`src/rtl/fifo_arb_pkg.sv`:
```
// Shared types and helpers for the FIFO write-port arbiter.
//   state_e   : arbiter FSM states
//   idx_width : width of a requester index for n requesters (never below 1)
package fifo_arb_pkg;

  typedef enum logic {
    IDLE  = 1'b0,
    GRANT = 1'b1
  } state_e;

  function automatic int idx_width(input int n);
    int w;
    w = 1;
    while ((1 << w) < n) w++;
    return w;
  endfunction

endpackage

```
`src/rtl/fifo_write_arbiter_rr_pick.sv`:
```
// Round-robin picker: returns the first set bit of req_i searching upward
// from last_i+1 and wrapping around.
//   req_i   [NREQ] request mask
//   last_i  [IW]   index granted most recently
//   found_o        any request present
//   idx_o   [IW]   chosen index (0 when nothing is found)
module rr_pick
  import fifo_arb_pkg::*;
#(
  parameter int NREQ = 4,
  parameter int IW   = idx_width(NREQ)
) (
  input  logic [NREQ-1:0] req_i,
  input  logic [IW-1:0]   last_i,
  output logic            found_o,
  output logic [IW-1:0]   idx_o
);

  logic [2*NREQ-1:0] dbl;
  logic [IW-1:0]     start;
  logic [IW:0]       pos;

  // The mask is laid out twice so the wrap-around search becomes a plain
  // upward scan from start; iterating downward lets the nearest hit win.
  // An out-of-range last index restarts the search at 0.
  always_comb begin
    dbl     = {req_i, req_i};
    start   = (last_i >= IW'(NREQ - 1)) ? '0 : last_i + 1'b1;
    found_o = 1'b0;
    idx_o   = '0;
    pos     = '0;
    for (int j = NREQ - 1; j >= 0; j--) begin
      pos = {1'b0, start} + (IW + 1)'(j);
      if (dbl[pos]) begin
        found_o = 1'b1;
        idx_o   = (pos >= (IW + 1)'(NREQ)) ? IW'(pos - (IW + 1)'(NREQ)) : IW'(pos);
      end
    end
  end

endmodule

```
`src/rtl/fifo_write_arbiter.sv`:
```
// Shares the async_fifo write port among NREQ requesters with round-robin
// grants, bounded bursts and optional early release on almost-full.
//   wclk, wrst          write clock, synchronous active-high reset
//   req_valid/req_data  per-requester valid and data (slot i at [i*DSIZE +: DSIZE])
//   req_ready           per-requester accept
//   winc/wdata          FIFO write enable and data
//   wfull/awfull        FIFO full / almost full
//   grant, busy         one-hot current owner, high while granted
//   beat_count          beats written since reset (wraps)
//
// state | meaning
// IDLE  | no owner; pick next requester round-robin
// GRANT | grant_idx owns the write port until burst end or release
module fifo_write_arbiter
  import fifo_arb_pkg::*;
#(
  parameter int DSIZE           = 8,
  parameter int NREQ            = 4,
  parameter int BURST_MAX       = 4,
  parameter int THROTTLE_AWFULL = 1,
  parameter int CNTW            = 16
) (
  input  logic                  wclk,
  input  logic                  wrst,
  input  logic [NREQ-1:0]       req_valid,
  input  logic [NREQ*DSIZE-1:0] req_data,
  output logic [NREQ-1:0]       req_ready,
  output logic                  winc,
  output logic [DSIZE-1:0]      wdata,
  input  logic                  wfull,
  input  logic                  awfull,
  output logic [NREQ-1:0]       grant,
  output logic                  busy,
  output logic [CNTW-1:0]       beat_count
);

  localparam int       IW         = idx_width(NREQ);
  localparam logic     THR        = (THROTTLE_AWFULL != 0);
  localparam logic [7:0] BURST_LAST = 8'(BURST_MAX - 1);

  state_e          state_q, state_d;
  logic [IW-1:0]   grant_idx_q, grant_idx_d;
  logic [IW-1:0]   rr_last_q, rr_last_d;
  logic [7:0]      burst_cnt_q, burst_cnt_d;
  logic [CNTW-1:0] beat_count_q, beat_count_d;

  logic            pick_found;
  logic [IW-1:0]   pick_idx;
  logic            g_valid;

  rr_pick #(.NREQ(NREQ), .IW(IW)) u_pick (
    .req_i   (req_valid),
    .last_i  (rr_last_q),
    .found_o (pick_found),
    .idx_o   (pick_idx)
  );

  // Owner's valid and data; wdata follows the owner even when no beat.
  always_comb begin
    g_valid = 1'b0;
    wdata   = '0;
    for (int i = 0; i < NREQ; i++) begin
      if (grant_idx_q == IW'(i)) begin
        g_valid = req_valid[i];
        wdata   = req_data[i*DSIZE +: DSIZE];
      end
    end
  end

  always_comb begin
    state_d      = state_q;
    grant_idx_d  = grant_idx_q;
    rr_last_d    = rr_last_q;
    burst_cnt_d  = burst_cnt_q;
    beat_count_d = beat_count_q;
    grant        = '0;
    req_ready    = '0;
    winc         = 1'b0;
    busy         = 1'b0;
    unique case (state_q)
      IDLE: begin
        if (pick_found) begin
          state_d     = GRANT;
          grant_idx_d = pick_idx;
          burst_cnt_d = '0;
        end
      end
      GRANT: begin
        busy                   = 1'b1;
        grant[grant_idx_q]     = 1'b1;
        req_ready[grant_idx_q] = ~wfull;
        winc                   = g_valid & ~wfull;
        if (winc) begin
          burst_cnt_d  = burst_cnt_q + 8'd1;
          beat_count_d = beat_count_q + 1'b1;
        end
        // Release on last beat, owner going quiet, or almost-full throttling
        // (after a beat, or immediately if the FIFO is stalled full).
        if ((winc && burst_cnt_q == BURST_LAST) || !g_valid ||
            (THR && awfull && (winc || wfull))) begin
          state_d   = IDLE;
          rr_last_d = grant_idx_q;
        end
      end
      default: state_d = IDLE;
    endcase
  end

  always_ff @(posedge wclk) begin
    if (wrst) begin
      state_q      <= IDLE;
      grant_idx_q  <= '0;
      rr_last_q    <= IW'(NREQ - 1);
      burst_cnt_q  <= '0;
      beat_count_q <= '0;
    end else begin
      state_q      <= state_d;
      grant_idx_q  <= grant_idx_d;
      rr_last_q    <= rr_last_d;
      burst_cnt_q  <= burst_cnt_d;
      beat_count_q <= beat_count_d;
    end
  end

  assign beat_count = beat_count_q;

endmodule

```
`config.mk`:
```
export PLATFORM = sky130hd
export DESIGN_NAME = fifo_write_arbiter
export DESIGN_NICKNAME = d
export VERILOG_FILES = /design/src/rtl/fifo_arb_pkg.sv /design/src/rtl/fifo_write_arbiter_rr_pick.sv /design/src/rtl/fifo_write_arbiter.sv
export SDC_FILE = /design/constraint.sdc
export NUM_CORES = 1
export LEC_CHECK = 0
export ABC_AREA = 0
export BUFFER_PORTS_ARGS = -buffer_cell sky130_fd_sc_hd__buf_2
export CAP_MARGIN = 10
export CORE_MARGIN = 1.5
export CORE_UTILIZATION = 43
export DETAILED_ROUTE_END_ITERATION = 12
export PLACE_DENSITY = 0.88
export SYNTH_ARGS = -nofsm -noshare
export SYNTH_HDL_FRONTEND = slang
export SYNTH_SLANG_ARGS = --single-unit
```
`constraint.sdc`:
```
create_clock -name wclk -period 1.7 [get_ports wclk]
set_input_delay 0.17 -clock wclk [delete_from_list [all_inputs] [get_ports wclk]]
set_output_delay 0.17 -clock wclk [all_outputs]
set_load 0.01 [all_outputs]
```
==> results of run 1 <==
## worst max-delay path, delay by kind of cell, from the launching register on
family                 cells  cell delay [ps]
flip-flops                 1              360
buffers and inverters      2              270
multiplexers               1              370
AND/OR/NAND/NOR            2              510
AO/OA/AOI/OAI              1              120
## sequential cells by signal, summed over array words and instances (netlist names)
| name | count |
|---|---|
| rr_last_q | 2 |
| burst_cnt_q | 8 |
| state_q | 1 |
| grant_idx_q | 2 |
| beat_count | 16 |
## cell families after synthesis
group / after synthesis
adder cells (fa/ha/maj): 4
flip-flops: 29
AO/OA/AOI/OAI: 25
XOR/XNOR: 15
buffers and inverters: 17
AND/OR/NAND/NOR: 88
multiplexers: 11
## final timing paths
| check | start | end | slack (ps) |
|---|---|---|---|
| hold reg to reg | beat_count[15]$_SDFFE_PP0P_ | beat_count[15]$_SDFFE_PP0P_ | 490 |
| hold / removal | req_valid[0] | grant_idx_q[0]$_SDFFE_PP0P_ | 230 |
| setup reg to reg | grant_idx_q[0]$_SDFFE_PP0P_ | beat_count[14]$_SDFFE_PP0P_ | -20 |
| setup / recovery | grant_idx_q[0]$_SDFFE_PP0P_ | beat_count[14]$_SDFFE_PP0P_ | -20 |
## per-layer routing
metal / track usage, % / vias to the layer above / wire length, µm / share of wire [%]
li1: - / 873 / - / -
met4: 8.16 / 0 / 111 / 2.0
met1: 28.8 / 963 / 2240 / 41
met2: 36.6 / 70 / 2890 / 52
met3: 4.22 / 14 / 274 / 5.0
met5: 0 / - / 0 / 0
## synthesized netlist by cell type (all sizes together) (4+ instances only)
library cell / count / area share, %
o21ai: 5 / 1.4
dfxtp: 29 / 33
a21oi: 9 / 2.6
and2: 4 / 1.4
nand3: 8 / 2.3
clkbuf: 7 / 1.5
nand4: 9 / 3.2
nor2: 23 / 4.9
or4: 5 / 2.1
and3: 7 / 2.5
mux4: 9 / 13
nand2: 13 / 3.6
ha: 4 / 2.8
inv: 5 / 1.1
xor2: 15 / 7.5
buf: 5 / 2.1
## area by class of cell
type,count,share of cell area (%)
clock buffer,7,3.49
inverter,5,0.759
multi-input combinational,143,45.5
sequential,29,23.8
tap,50,2.53
timing repair buffer,97,23.9
## power breakdown
group          leakage (nW)  internal, mW  total [mW]  switching, mW
clock                0.0443         0.320       0.568          0.247
sequential            0.237         0.696       0.714         0.0181
combinational         0.874         0.225       0.437          0.211
## what timing repair did
item | in CTS | in global routing
pin swaps | 4 | 7
setup buffers | 2 | 1
setup endpoints to repair | 11 | 21
gates cloned | 0 | 1
gates resized for setup | 8 | 12
## per-stage QoR
step           area [µm²]  util, %  setup TNS (ps)  hold slack [ps]  worst slack, ps
2_1_floorplan        1780        -           -58.3              348            -25.6
3_3_place_gp         2310     58.2               0              458             19.0
5_1_grt              2470     62.2            -317              250            -57.1
3_5_place_dp         2310     58.2           -70.7              483            -40.6
4_1_cts              2420     61.0           -2.76              233            -2.76
6_report             2470     62.2           -69.6              234            -24.4
==> out/qor.txt, run 1 <==
Post-route ant nets - 0
Clk sinks - 29
Max-slew headroom - 69.0%
Max IR drop VDD - 0.000648 V
Die Wd - 67.0 µm
Worst Path Required - 1900 ps
Area share of xor/xnor cells in the synthesized design - 7.47%
Total number of yosys warnings - 0
NumNets Final - 325
Sequential share of the synthesized area - 33.0%
CP Cell Sequence - mux4_2 -> buf_6 -> buf_12 -> nand2_8 -> or4_1 -> a21oi_1
Multi-input gate area - 1120 µm²
IO Port Bufs - 73
Crit path max fanout - 5
Post-synthesis adder-cell area fraction - 2.84%
Final Hold Vio Count - 0
CP peak stage delay - 460 ps
Dpl cells - 321
Setup Viol. Count Final - 5
Seq cells post-synth - 29
Commonest non-fill, non-tap cell in the layout - buf_2
Synth Area in Simple Gates - 28.7%
Worst-path clk slew - 60 ps
Fill cells - 307
Ant diodes - 0
Post-Route WL - 5520 µm
Buffer levels on the longest clock path - 2
Reg area - 588 µm²
CTS Hold Buffers Added - 0
# DRC - 0
Synth Flop Type - dfxtp_1
RSZ-0062 raised after global routing - yes
TritonCTS clock tree - done
GRT overflow - 0
Most frequent cells in the layout - 73 x buf_2, 25 x dfxtp_1, 23 x nor2_1
Core area - 3970 µm²
Hold path depth - 3
Max Cap Violations - 0
Setup Skew - 6.37 ps
Period utilization - 101%
LEAKAGE - 1.16 nW
Post-DR vias/cell - 5.80
Failing checks - setup timing
Htree depth - 2
Post-synth EDFFs - 0
Worst Setup End Kind - register
Worst hold-check path type - in -> reg
Vias in the first global route - 1641
F_max - 580 MHz
# rows - 23
Cell Pwr Density - 695 nW/µm²
Post-synthesis mux area share - 14.2%
Max-slew violations - 0
Synth-to-layout area growth - 40.5%
I/O Pins - 74
DR iter-0 viols - 109
Total number of vias - 1920
Reg2Reg Depth - 6
Clock root buffer - clkbuf_8
Slowest stage cell on the critical path - or4_1
First-pass GRT wire length - 7590 µm
Synth cell types - 42
Status - complete, but fails checks
Netlist Area Pre-Place - 1760 µm²
Worst slew pin tran - 465 ps
Period minus WS final - 1720 ps
Type of the worst setup path - reg -> reg
Synthesized area per cell - 9.31 µm²
Overall power - 1.72 mW
Initial antenna violation count - 0
Die area - 4480 µm²
Worst-Skew Late Latency - 280 ps
Final worst slack - -24.4 ps
CP arrival - 1930 ps
Largest net degree at the start of global routing - 26
Startpoint type of the worst setup path - register
Drt wl/cell - 16.7 µm
Ys async rst share - 0%
Synth Instances - 189
Layout cell share with drive strength beyond 1 - 45.2%
Post-DP HPWL - 3670 µm
RePlAce Congestion - 0.874
Syn_nets - 233
Overall Global Routing Usage - 22.3%
DR pass1 iterations - 4
Die H - 67.0 µm
Synth Area in Compound Gates - 9.10%
TritonCTS buffer count - 5
Initial Utilization - 44.3%
Largest family of logic cells by synthesized area - simple AND/OR/NAND/NOR gates
Non-Filler Instances - 331
Power figures use the tool's default switching activity.
==> inputs of run 2 (changes only) <==
--- a/config.mk
+++ b/config.mk
@@ -9,9 +9,9 @@
 export BUFFER_PORTS_ARGS = -buffer_cell sky130_fd_sc_hd__buf_2
 export CAP_MARGIN = 10
 export CORE_MARGIN = 1.5
-export CORE_UTILIZATION = 43
+export CORE_UTILIZATION = 48
 export DETAILED_ROUTE_END_ITERATION = 12
-export PLACE_DENSITY = 0.88
+export PLACE_DENSITY = 0.92
 export SYNTH_ARGS = -nofsm -noshare
 export SYNTH_HDL_FRONTEND = slang
 export SYNTH_SLANG_ARGS = --single-unit
==> constraint.sdc (replaced) <==
create_clock -name wclk -period 1.9 [get_ports wclk]
set_input_delay 0.19 -clock wclk [delete_from_list [all_inputs] [get_ports wclk]]
set_output_delay 0.19 -clock wclk [all_outputs]
set_load 0.01 [all_outputs]
==> out/qor.txt, run 2 (same netlist as run 1, synthesis figures left out) <==
R2r startpoint - burst_cnt_q[0]$_SDFFE_PP0P_
# rows - 21 (-8.7%)
Max FFs per register - 16 (unchanged)
Final Cell Area - 2270 µm² (-8.2%)
Clock Power Share - 26.9% (-6.1 points)
Setup Skew - 7.78 ps (+1.41 ps)
TritonCTS buffer count - 5 (unchanged)
Seq pwr share - 48.1% (+6.5 points)
Multi-input gate area - 1110 µm² (-1.2%)
End of the critical path - wdata[3]
Core area - 3420 µm² (-14%)
Die area - 4040 µm² (-10%)
Worst slew pin tran - 444 ps (-21.2 ps)
Worst r2r dst - rr_last_q[0]$_SDFFE_PP1P_
Max-slew violations - 0 (unchanged)
Initial antenna violation count - 0 (unchanged)
CP peak stage delay - 600 ps (+140 ps)
Critical path depth - 3 (-3)
Hold slack final - 186 ps (-47.6 ps)
Max IR drop VDD - 0.000379 V (-41%)
Reg2Reg Depth - 5 (-1)
Post-DP HPWL - 3400 µm (-7.3%)
Post-Route WL - 4550 µm (-18%)
CTS Hold Buffers Added - 0 (unchanged)
DR iter-0 viols - 78 (-28%)
Total number of vias - 1754 (-8.6%)
Dpl cells - 303 (-5.6%)
DR pass1 iterations - 4 (unchanged)
CP Launch Point - grant_idx_q[0]$_SDFFE_PP0P_
Htree depth - 2 (unchanged)
Pint - 0.937 mW (-25%)
Clk sinks - 29 (unchanged)
Type of the worst setup path - reg -> out
Reg area - 584 µm² (-0.64%)
Area after DPL - 2180 µm² (-5.5%)
Synth-to-layout area growth - 28.9%
Startpoint type of the worst setup path - register
Most frequent cells in the layout - 73 x buf_2, 26 x dfxtp_1, 23 x nor2_1
Switch Pwr - 0.390 mW (-18%)
Max Cap Violations - 0 (unchanged)
First-pass GRT wire length - 7300 µm (-3.8%)
TritonCTS clock tree - done
R2r setup slk - 90 ps (+110 ps)
Clock root buffer - clkbuf_4
Crit path max fanout - 11 (+6)
Initial Utilization - 51.5% (+7.2 points)
Sw Share - 29.4% (+1.7 points)
Final Hold Vio Count - 0 (unchanged)
Placement Setup Slack - 61.2 ps (+102 ps)
Largest net degree at the start of global routing - 26 (unchanged)
Max-slew headroom - 70.4% (+1.4 points)
Delay-heaviest family, CP - multiplexers
# DRC - 0 (unchanged)
Non-Filler Instances - 313 (-5.4%)
Overall Global Routing Usage - 23.0% (+0.75 points)
Final worst slack - 74.4 ps (+98.7 ps)
I/O Pins - 74 (unchanged)
Comb power frac - 25.1% (-0.3 points)
Slowest stage cell on the critical path - mux4_1
Worst-path clk slew - 90 ps (+30 ps)
F_max - 548 MHz
Commonest non-fill, non-tap cell in the layout - buf_2
Cell Pwr Density - 585 nW/µm² (-16%)
Final Util - 66.4% (+4.2 points)
RePlAce Congestion - 0.865 (-1.1%)
Drt wl/cell - 14.5 µm (-13%)
Post-DR vias/cell - 5.60 (-3.4%)
IO Port Bufs - 73 (unchanged)
Layout cell share with drive strength beyond 1 - 37.8% (-7.4 points)
Ant diodes - 0 (unchanged)
CP Cell Sequence - buf_6 -> mux4_1 -> buf_2
RSZ-0062 raised after global routing - no
Vias in the first global route - 1662 (+1.3%)
CP bufs+invs - 2 (unchanged)
Status - finished clean
Worst Setup End Kind - output pin
Period utilization - 96.1%
Worst hold-check path type - in -> reg
Post-route ant nets - 0 (unchanged)
Worst-Skew Late Latency - 340 ps (+60 ps)
Buffer levels on the longest clock path - 2 (unchanged)
Fill cells - 274 (-11%)
Period minus WS final - 1830 ps
Overall power - 1.33 mW (-23%)
LEAKAGE - 1.07 nW (-7.4%)
Die Wd - 63.5 µm (-5.1%)
GRT overflow - 0 (unchanged)
Setup Viol. Count Final - 0 (-5)
Die H - 63.5 µm (-5.1%)
CP arrival - 1640 ps (-290 ps)
Setup TNS - 0 ps (+69.6 ps)
NumNets Final - 310 (-4.6%)
Worst Path Required - 1710 ps (-190 ps)
-- run 2: repair_timing --
item	CTS	global route
buffers inserted	2	0
gates cloned	0	0
setup endpoints to repair	3	5
gates resized for setup	1	6
-- run 2: power by group through the flow --
| stage | logic, mW | clock network [mW] | registers [mW] |
|---|---|---|---|
| 5_1_grt | 0.360 | 0.382 | 0.640 |
| 6_report | 0.333 | 0.357 | 0.638 |
| 3_3_place_gp | 0.308 | 0 | 0.648 |
| 3_5_place_dp | 0.319 | 0 | 0.650 |
| 4_1_cts | 0.330 | 0.360 | 0.636 |
| 2_1_floorplan | 0.204 | 0 | 0.647 |
-- run 2: how the worst min path moves through the flow --
stage,startpoint,endpoint,slack (ps),depth (start not counted)
2_1_floorplan,req_valid[3],grant_idx_q[1]$_SDFFE_PP0P_,370,2
3_3_place_gp,beat_count[15]$_SDFFE_PP0P_,beat_count[15]$_SDFFE_PP0P_,460,2
3_5_place_dp,beat_count[15]$_SDFFE_PP0P_,beat_count[15]$_SDFFE_PP0P_,470,2
4_1_cts,req_valid[0],grant_idx_q[0]$_SDFFE_PP0P_,180,3
5_1_grt,req_valid[0],grant_idx_q[0]$_SDFFE_PP0P_,200,3
6_report,req_valid[0],grant_idx_q[0]$_SDFFE_PP0P_,190,3
-- run 2: routing by layer --
metal	global-route usage, %	part of all wire (%)
met5	0	0
met4	13.3	2.0
met1	26.4	42
met3	5.54	6.1
met2	38.8	50
-- run 2: worst register-to-register path, cell delays in order, from the launching register on --
cell and delay (ps):
dfxtp_2 390, ha_4 150, or4b_1 430, o211a_2 300
nand2b_4 150, a211o_1 280
-- run 2: final cells by class --
type	instances	area share (%)
sequential	29	25.8
inverter	5	0.827
clock buffer	8	2.15
multi-input combinational	143	48.9
tap	46	2.54
timing repair buffer	82	19.8
